## src/rtl/complex_mac_pkg.sv

```systemverilog
// Shared types and helpers for the complex-arithmetic datapath: FSM states, result-width
// derivation and the {real, imag} packing used on every complex bus.
package complex_mac_pkg;

  typedef enum logic [1:0] {
    StIdle,
    StLoad,
    StDrain,
    StDone
  } state_e;

  // Widest component the pack/unpack helpers carry; callers zero-extend into it.
  localparam int unsigned MaxW = 64;

  function automatic int unsigned calc_rw(input int unsigned w, input int unsigned n);
    return 2 * w + 1 + $clog2(n);
  endfunction

  // Real part of a {real, imag} bus with w-bit components (caller truncates to w).
  function automatic logic [MaxW-1:0] cplx_re(input logic [2*MaxW-1:0] v, input int unsigned w);
    return MaxW'(v >> w);
  endfunction

  // Imaginary part sits in the low bits; caller truncates to its component width.
  function automatic logic [MaxW-1:0] cplx_im(input logic [2*MaxW-1:0] v);
    return MaxW'(v);
  endfunction

  // Operands must arrive zero-extended above bit w-1.
  function automatic logic [2*MaxW-1:0] cplx_pack(input logic [MaxW-1:0] re,
                                                  input logic [MaxW-1:0] im,
                                                  input int unsigned w);
    return ((2 * MaxW)'(re) << w) | (2 * MaxW)'(im);
  endfunction

endpackage

```

## src/rtl/complex_mult_pipe.sv

```systemverilog
// Two-stage complex multiplier: an operand capture stage, then four registered partial
// products combined into a (2W+1)-bit product pair, optionally against conj(y).
module complex_mult_pipe
  import complex_mac_pkg::*;
#(
  parameter int unsigned W = 4
) (
  input  logic                clk,
  input  logic                rst,
  input  logic [2*W-1:0]      x_i,
  input  logic [2*W-1:0]      y_i,
  input  logic                conj_i,
  input  logic                valid_i,
  output logic signed [2*W:0] re_o,
  output logic signed [2*W:0] im_o,
  output logic                valid_o
);

  logic [2*W-1:0] x_q, y_q;
  logic           in_vld_q;
  logic           conj_q;
  logic           pp_vld_q;

  logic signed [W-1:0]   ar, ai, br, bi;
  logic signed [2*W-1:0] pp_rr_q, pp_ii_q, pp_ri_q, pp_ir_q;

  assign ar = W'(cplx_re((2 * MaxW)'(x_q), W));
  assign ai = W'(cplx_im((2 * MaxW)'(x_q)));
  assign br = W'(cplx_re((2 * MaxW)'(y_q), W));
  assign bi = W'(cplx_im((2 * MaxW)'(y_q)));

  always_ff @(posedge clk) begin
    if (rst) begin
      x_q      <= '0;
      y_q      <= '0;
      in_vld_q <= 1'b0;
      conj_q   <= 1'b0;
      pp_vld_q <= 1'b0;
      pp_rr_q  <= '0;
      pp_ii_q  <= '0;
      pp_ri_q  <= '0;
      pp_ir_q  <= '0;
    end else begin
      in_vld_q <= valid_i;
      pp_vld_q <= in_vld_q;
      conj_q   <= conj_i;
      if (valid_i) begin
        x_q <= x_i;
        y_q <= y_i;
      end
      if (in_vld_q) begin
        pp_rr_q <= (2 * W)'(ar) * (2 * W)'(br);
        pp_ii_q <= (2 * W)'(ai) * (2 * W)'(bi);
        pp_ri_q <= (2 * W)'(ar) * (2 * W)'(bi);
        pp_ir_q <= (2 * W)'(ai) * (2 * W)'(br);
      end
    end
  end

  always_comb begin
    re_o = '0;
    im_o = '0;
    if (conj_q) begin
      re_o = (2 * W + 1)'(pp_rr_q) + (2 * W + 1)'(pp_ii_q);
      im_o = (2 * W + 1)'(pp_ir_q) - (2 * W + 1)'(pp_ri_q);
    end else begin
      re_o = (2 * W + 1)'(pp_rr_q) - (2 * W + 1)'(pp_ii_q);
      im_o = (2 * W + 1)'(pp_ri_q) + (2 * W + 1)'(pp_ir_q);
    end
  end

  assign valid_o = pp_vld_q;

endmodule

```

## src/rtl/complex_mac_stream.sv

```systemverilog
// Streaming complex dot product: accepts N operand pairs over valid/ready after a start
// command and presents the accumulated {real, imag} sum with a level ready flag.
module complex_mac_stream
  import complex_mac_pkg::*;
#(
  parameter  int unsigned W  = 4,
  parameter  int unsigned N  = 4,
  localparam int unsigned RW = calc_rw(W, N)
) (
  input  logic            clk,
  input  logic            rst,
  input  logic            start,
  input  logic            conj,
  input  logic            in_valid,
  output logic            in_ready,
  input  logic [2*W-1:0]  x,
  input  logic [2*W-1:0]  y,
  output logic            busy,
  output logic            ready,
  output logic [2*RW-1:0] res
);

  localparam int unsigned CntW = (N > 1) ? $clog2(N) : 1;
  localparam logic [CntW-1:0] LastCnt = CntW'(N - 1);

  state_e                state_q;
  logic                  busy_q, ready_q, conj_q;
  logic [CntW-1:0]       in_cnt_q, acc_cnt_q;
  logic signed [RW-1:0]  acc_re_q, acc_im_q;
  logic                  fire;
  logic signed [2*W:0]   term_re, term_im;
  logic                  term_vld;

  assign in_ready = (state_q == StLoad);
  assign fire     = in_ready & in_valid;

  complex_mult_pipe #(
    .W(W)
  ) u_mult (
    .clk    (clk),
    .rst    (rst),
    .x_i    (x),
    .y_i    (y),
    .conj_i (conj_q),
    .valid_i(fire),
    .re_o   (term_re),
    .im_o   (term_im),
    .valid_o(term_vld)
  );

  always_ff @(posedge clk) begin
    if (rst) begin
      state_q   <= StIdle;
      busy_q    <= 1'b0;
      ready_q   <= 1'b0;
      conj_q    <= 1'b0;
      in_cnt_q  <= '0;
      acc_cnt_q <= '0;
      acc_re_q  <= '0;
      acc_im_q  <= '0;
    end else begin
      unique case (state_q)
        StIdle, StDone: begin
          if (start) begin
            state_q   <= StLoad;
            busy_q    <= 1'b1;
            ready_q   <= 1'b0;
            conj_q    <= conj;
            in_cnt_q  <= '0;
            acc_cnt_q <= '0;
            acc_re_q  <= '0;
            acc_im_q  <= '0;
          end
        end
        StLoad, StDrain: begin
          if (term_vld) begin
            acc_re_q  <= acc_re_q + RW'(term_re);
            acc_im_q  <= acc_im_q + RW'(term_im);
            acc_cnt_q <= acc_cnt_q + 1'b1;
          end
          if (state_q == StLoad && fire) begin
            in_cnt_q <= in_cnt_q + 1'b1;
            if (in_cnt_q == LastCnt) state_q <= StDrain;
          end
          // The Nth product landing in the accumulator completes the sum.
          if (state_q == StDrain && term_vld && acc_cnt_q == LastCnt) begin
            state_q <= StDone;
            busy_q  <= 1'b0;
            ready_q <= 1'b1;
          end
        end
        default: state_q <= StIdle;
      endcase
    end
  end

  assign busy  = busy_q;
  assign ready = ready_q;
  assign res   = (2 * RW)'(cplx_pack(MaxW'($unsigned(acc_re_q)), MaxW'($unsigned(acc_im_q)), RW));

endmodule
```

## config.mk

```make
export PLATFORM = sky130hd
export DESIGN_NAME = complex_mac_stream
export DESIGN_NICKNAME = d
export VERILOG_FILES = /design/src/rtl/complex_mac_pkg.sv /design/src/rtl/complex_mult_pipe.sv /design/src/rtl/complex_mac_stream.sv
export SDC_FILE = /design/constraint.sdc
export NUM_CORES = 1
export LEC_CHECK = 0
export ABC_AREA = 0
export CORE_ASPECT_RATIO = 1.75
export CORE_UTILIZATION = 60
export DETAILED_ROUTE_END_ITERATION = 10
export GPL_TIMING_DRIVEN = 1
export PLACE_DENSITY = 0.81
export RECOVER_POWER = 100
export SETUP_SLACK_MARGIN = 0.02
export SLEW_MARGIN = 30
export SYNTH_ARGS = -nofsm -noshare
export SYNTH_HDL_FRONTEND = slang
export SYNTH_SLANG_ARGS = --single-unit
```

## constraint.sdc

```tcl
create_clock -name clk -period 10.7 [get_ports clk]
set_input_delay 2.14 -clock clk [delete_from_list [all_inputs] [get_ports clk]]
set_output_delay 2.14 -clock clk [all_outputs]
set_load 0.1 [all_outputs]
```

======== Yosys cells after proc, flatten, opt, wreduce, memory -nomap -nowiden ========
Cells that the tools add are included.
operators by class
  bitwise operators ....................... 2
  mux-type cells .......................... 23
  reduce and logical (&&, ||, !) cells .... 11
  $mul .................................... 4
  equality and inequality tests ........... 11
  $add $sub $neg .......................... 8
operator list
  kind                                           number
  case mux 11 bit (2 select lines)               2
  2-to-1 mux 11 bit                              3
  multiplier 4 x 4 -> 8 bit                      4
  adder 11 x 9 -> 11 bit                         2
  OR 22 x 11 -> 22 bit                           1
  adder 8 x 8 -> 9 bit                           2
  2-to-1 mux 9 bit                               2
  subtractor 8 x 8 -> 9 bit                      2
  2-to-1 mux 2 bit                               7
  case mux 2 bit (2 select lines)                3
  == test 2 bit, second input constant           4
  AND reduction 2 bit                            4
  != test 2 bit, second input constant           3
  != test 3 bit, second input constant           2
  adder 2 x 1 -> 2 bit, second input constant    2
  2-to-1 mux 1 bit                               4
  case mux 1 bit (2 select lines)                2
  OR reduction 2 bit                             2
  logical AND 1 bit                              3
  AND reduction 3 bit                            1
  == test 2 x 1 -> 1 bit, second input constant  1
  zero test 2 bit                                1
  != test 2 x 1 -> 1 bit, second input constant  1
  bitwise AND 1 bit                              1
storage, ports and cells
  output and inout bits ................... 25
  input bits .............................. 21
  register bits after elaboration ......... 82

======== Logic depth before layout (Yosys ltp) ========
  word-level depth ........................ 6
  mapped depth ............................ 19

======== Cells and area by module ========
From an unflattened synthesis, not the netlist that was laid out.
unflattened totals
  cell total of the unflattened synthesis .. 768
  area, all modules ....................... 6969.2 um^2
by module, submodules not included
  module              cells an instance  area an instance (um^2)  times used
  complex_mult_pipe   520                4944.7                   1
  complex_mac_stream  248                2024.4                   1

======== Worst setup path after synthesis ========
No wires, ideal clock.
  path type ............................... reg-to-reg
  start point ............................. register u_mult.pp_ii_q[0]
  end point ............................... register acc_re_q[10]
  slack ................................... 7018 ps
  data required time ...................... 10576 ps
  clock period less this slack ............ 3682 ps
  setup time .............................. 124 ps
  cell stages (with the launch flop) ...... 18
  buffers on the path ..................... 0
  arrival ................................. 3558 ps
  path through ............................ dfxtp_1 -> inv_1 -> ha_1 -> mux2_2 -> ha_1 -> a21o_1 -> a21oi_1 -> o21bai_1 -> a21oi_1 -> o21ai_1 -> xor2_1 -> ha_1 -> a211o_1 -> o32ai_1 -> o21ai_0 -> xnor2_1 -> a21oi_1 -> o22ai_1
on the way
  cells in the longest elaborated chain, start to end .. 5
ends and longest elaborated chain
  item                                                               RTL line                                          RTL
  from (decl)                                                        complex_mult_pipe.sv:25                           logic signed [2*W-1:0] pp_rr_q, pp_ii_q, pp_ri_q, pp_ir_q;
  from (signal assigned)                                             complex_mult_pipe.sv:53                           pp_ii_q <= (2 * W)'(ai) * (2 * W)'(bi);
  subtractor 8 x 8 -> 9 bit or adder 8 x 8 -> 9 bit (tied branches)  complex_mult_pipe.sv:67, complex_mult_pipe.sv:64
  2-to-1 mux 9 bit (*)                                               complex_mult_pipe.sv:63                           if (conj_q) begin
  adder 11 x 9 -> 11 bit (*)                                         complex_mac_stream.sv:77                          acc_re_q <= acc_re_q + RW'(term_re);
  2-to-1 mux 11 bit (*)                                              complex_mac_stream.sv:76                          if (term_vld) begin
  case mux 11 bit (2 select lines) (*)                               complex_mac_stream.sv:62                          unique case (state_q)
  to (signal assigned)                                               complex_mac_stream.sv:77
  to (decl)                                                          complex_mac_stream.sv:29                          logic signed [RW-1:0] acc_re_q, acc_im_q;
Mark *: on every way between the ends. The rest lies on a longest branch, timed or not. The select of a mux whose other input is x is not followed.
A chain may end at the register's enable or synchronous reset.

==> flow_metrics.env <==
export IMPL_num_nets_final=988
export IMPL_rsz_0062_raised_after_global_routing="no"
export IMPL_synthesis_nets=962
export IMPL_via_cell_ratio=5.75
export IMPL_min_delay_worst_endpoint="ready"
export IMPL_powerDensity_nw_per_um2=99.2
export IMPL_clock_sinks=82
export IMPL_max_clock_path_buffers=2
export IMPL_ir_drop_v=0.000110
export IMPL_insertedDiodeCount=0
export IMPL_detail_route_drc_violations=0
export IMPL_yosys_top_cells_area="sky130_fd_sc_hd__dfxtp_1 (24%), sky130_fd_sc_hd__ha_1 (17%), sky130_fd_sc_hd__fa_1 (12%), sky130_fd_sc_hd__xnor2_1 (5.9%), sky130_fd_sc_hd__a21oi_1 (4.7%)"
export IMPL_clkTransAtPathRegs_ns=0.06
export IMPL_yosys_cell_count_top_type="sky130_fd_sc_hd__ha_1"
export IMPL_slew_limit_headroom_pct=-124
export IMPL_grt_first_pass_wirelength_um=25200
export IMPL_cp_endpoint_kind="flip-flop"
export IMPL_r2r_start="u_mult.conj_q"
export IMPL_run_status="finished with violations"
export IMPL_detail_route_first_pass_iterations=4
export IMPL_yosysTopAreaCell="sky130_fd_sc_hd__dfxtp_1"
export IMPL_antenna_found_initial=0
export IMPL_final_layout_size_suffix_gt1_share_pct=3.45
export IMPL_timing_setup_tns_ns=0
export IMPL_maximum_number_of_pins_on_one_net_before_global_route_repair=78
export IMPL_netlist_area_pre_place_um2=6940
export IMPL_yosysWarnings=0
export IMPL_route_vias_total=5588
export IMPL_fin_crit_sh_pct=51.9
export IMPL_critical_path_max_stage_delay_ns=2.37
export IMPL_avgSynthCellArea_um2=8.57
export IMPL_yosys_top_cells_count="sky130_fd_sc_hd__ha_1 (92), sky130_fd_sc_hd__inv_1 (86), sky130_fd_sc_hd__dfxtp_1 (82), sky130_fd_sc_hd__nand2_1 (76), sky130_fd_sc_hd__nor2_1 (70)"
export IMPL_postRouteAntennaNets=0
export IMPL_worst_hold_path_stage_count=2
export IMPL_reg2regPathDepth=15
export IMPL_clock_insertion_delay_worst_skew_ns=0.34
export IMPL_root_buffer="sky130_fd_sc_hd__clkbuf_16"
export IMPL_first_global_vias=5836
export IMPL_worstPathRequired_ns=10.92
export IMPL_total_detailed_routing_wirelength_um=14900
export IMPL_cp_top_family="buffers and inverters"
export IMPL_cts_hold_repair_buffers=0
export IMPL_fin_total_pwr_w=0.000770
export IMPL_fin_cells=972
export IMPL_fin_crit_ns=5.55
export IMPL_top_level_ports=46
export IMPL_timing_critical_path_fanout_max=77
export IMPL_clock_fmax_mhz=180
export IMPL_synthToLayoutAreaGrowth_pct=11.8
export IMPL_synth_main_ff_cell="sky130_fd_sc_hd__dfxtp_1"
export IMPL_capture_point_of_the_worst_reg_to_reg_path="acc_re_q[10]"
export IMPL_gate_count_of_the_mapped_netlist=809
export IMPL_setup_viol=0
export IMPL_design_core_area_um2=11200
export IMPL_timing_hold_violations_final=0
export IMPL_hold_crit_class="reg2reg"
export IMPL_dp_hpwl_um=11700
export IMPL_drv_slew=78
export IMPL_worst_pin_slew_ns=3.36
export IMPL_global_route_usage_total_pct=26.0
export IMPL_cap_viol_max_count=1
export IMPL_grt_overflow_total=0
export IMPL_post_synth_num_cell_types=52
export IMPL_die_area_um2=12000
export IMPL_fill_cells=890
export IMPL_port_buffers=45
export IMPL_r2r_slack_ns=6.41
export IMPL_die_w_um=83.3
export IMPL_synth_edf_count=0
export IMPL_crit_arrival_ns=5.77
export IMPL_cellLeakagePower_nw=3.79
export IMPL_placed_cells=956
export IMPL_worstSetupStartpointType="input port"
export IMPL_violations="capacitance limit, slew limit"
export IMPL_routedWlPerCell_um=15.4
export IMPL_vertical_die_dimension_um=144
export IMPL_slowest_stage="sky130_fd_sc_hd__clkbuf_1"
export IMPL_finalClockSkew_ns=0.00735
export IMPL_hold_path_startpoint="ready"
export IMPL_critical_path_cell_chain="buf_2 > clkbuf_1 > nor2b_1 > a22o_1"
export IMPL_async_reset_ff_share_pct=0
export IMPL_synth_top_area_share_pct=23.7
export IMPL_cts_buffers=9
export IMPL_place_ws_ns=6.45
export IMPL_rows=51
export IMPL_ys_ff_latch=82
export IMPL_post_cts_setup_buffer_count=0
export IMPL_gp_routability_congestion=0.860
export IMPL_drt_initial_drc_count=164
export IMPL_tritoncts_clock_tree="done"
export IMPL_worstPathBufferInverterCount=2
export IMPL_ctsHtreeMaxLevel=3
export IMPL_fin_ws_ns=5.15
export IMPL_starting_density_of_the_core_pct=62.1
export IMPL_synth_sequential_area_ratio_pct=23.7
export IMPL_path_class="in2reg"
export IMPL_post_cts_resize_count=0
## placed cells by master (no fill, tap or decap), types with 14 or more instances in the layout
master | Yosys | final
sky130_fd_sc_hd__a21o_1 | 14 | 14
sky130_fd_sc_hd__a21oi_1 | 65 | 65
sky130_fd_sc_hd__and2_1 | 25 | 25
sky130_fd_sc_hd__clkdlybuf4s50_1 | 0 | 19
sky130_fd_sc_hd__dfxtp_1 | 82 | 81
sky130_fd_sc_hd__dlygate4sd3_1 | 0 | 25
sky130_fd_sc_hd__fa_1 | 40 | 40
sky130_fd_sc_hd__ha_1 | 92 | 92
sky130_fd_sc_hd__inv_1 | 86 | 86
sky130_fd_sc_hd__mux2i_1 | 27 | 27
sky130_fd_sc_hd__nand2_1 | 76 | 76
sky130_fd_sc_hd__nand2b_1 | 21 | 21
sky130_fd_sc_hd__nor2_1 | 70 | 70
sky130_fd_sc_hd__xnor2_1 | 47 | 47
sky130_fd_sc_hd__xor2_1 | 19 | 19
## stage by stage
step	utilization, %	hold WS (ns)	area [um^2]
final	69.5	0.469	7760
after global routing	69.5	0.497	7760
after CTS	69.5	0.470	7760
after detailed placement	66.6	0.458	7440
after global placement	66.6	0.449	7440
after floorplan	-	0.432	6940
## logic make-up after synthesis
family	Yosys count	share of synthesized area, %
AND/OR/NAND/NOR	225	15.0
AO/OA/AOI/OAI	154	13.8
adder cells (fa/ha/maj)	132	28.1
buffers and inverters	120	6.53
flip-flops	82	23.7
XOR/XNOR	68	8.80
multiplexers	28	4.06
## power breakdown
part           switching [W]  leakage (nW)  internal (W)  total [W]
combinational      0.0000656          2.97     0.0000499   0.000115
clock               0.000122         0.156      0.000210   0.000332
sequential         0.0000117         0.663      0.000311   0.000323
## state kept, by name, summed over array words and instances (netlist names), 8 cells and up
name and count:
acc_re_q 11, u_mult.pp_ri_q 8, u_mult.y_q 8, u_mult.pp_ii_q 8
u_mult.x_q 8, u_mult.pp_ir_q 8, u_mult.pp_rr_q 8, acc_im_q 11
## layer usage
layer | GRT usage [%] | part of all wire (%) | vias to the layer above
met3 | 4.11 | 2.8 | 53
met1 | 25.3 | 37 | 2666
met5 | 0 | 0 | -
met2 | 51.0 | 55 | 132
met4 | 15.6 | 4.7 | 0
li1 | - | - | 2737
## area by class of cell
class | count | area (um^2) | area share, %
clock buffers | 11 | 243 | 3.13
inverters | 88 | 330 | 4.26
repair buffers | 47 | 457 | 5.89
multi-input cells | 607 | 4840 | 62.4
flip-flops and latches | 82 | 1640 | 21.2
well taps | 132 | 165 | 2.13
clock inverters | 5 | 77.6 | 1.00
## how the worst max path moves through the flow
stage                                 start            to  slack [ns]  cells past startpoint
after global routing                    rst   acc_re_q[9]        4.82                      4
after floorplan           u_mult.pp_ii_q[0]  acc_re_q[10]        7.02                     17
final                                   rst   acc_re_q[7]        5.15                      4
after global placement                start  acc_re_q[10]        6.55                      5
after detailed placement              start   acc_re_q[7]        6.45                      4
after CTS                     u_mult.conj_q  acc_re_q[10]        6.46                     15
## worst min-delay path, stage by stage (launching register included)
cell                      delay, ns
sky130_fd_sc_hd__dfxtp_1       0.30
sky130_fd_sc_hd__nand2_1       0.06
sky130_fd_sc_hd__a21oi_1       0.06
No activity file was read; power rests on OpenSTA's default activity.
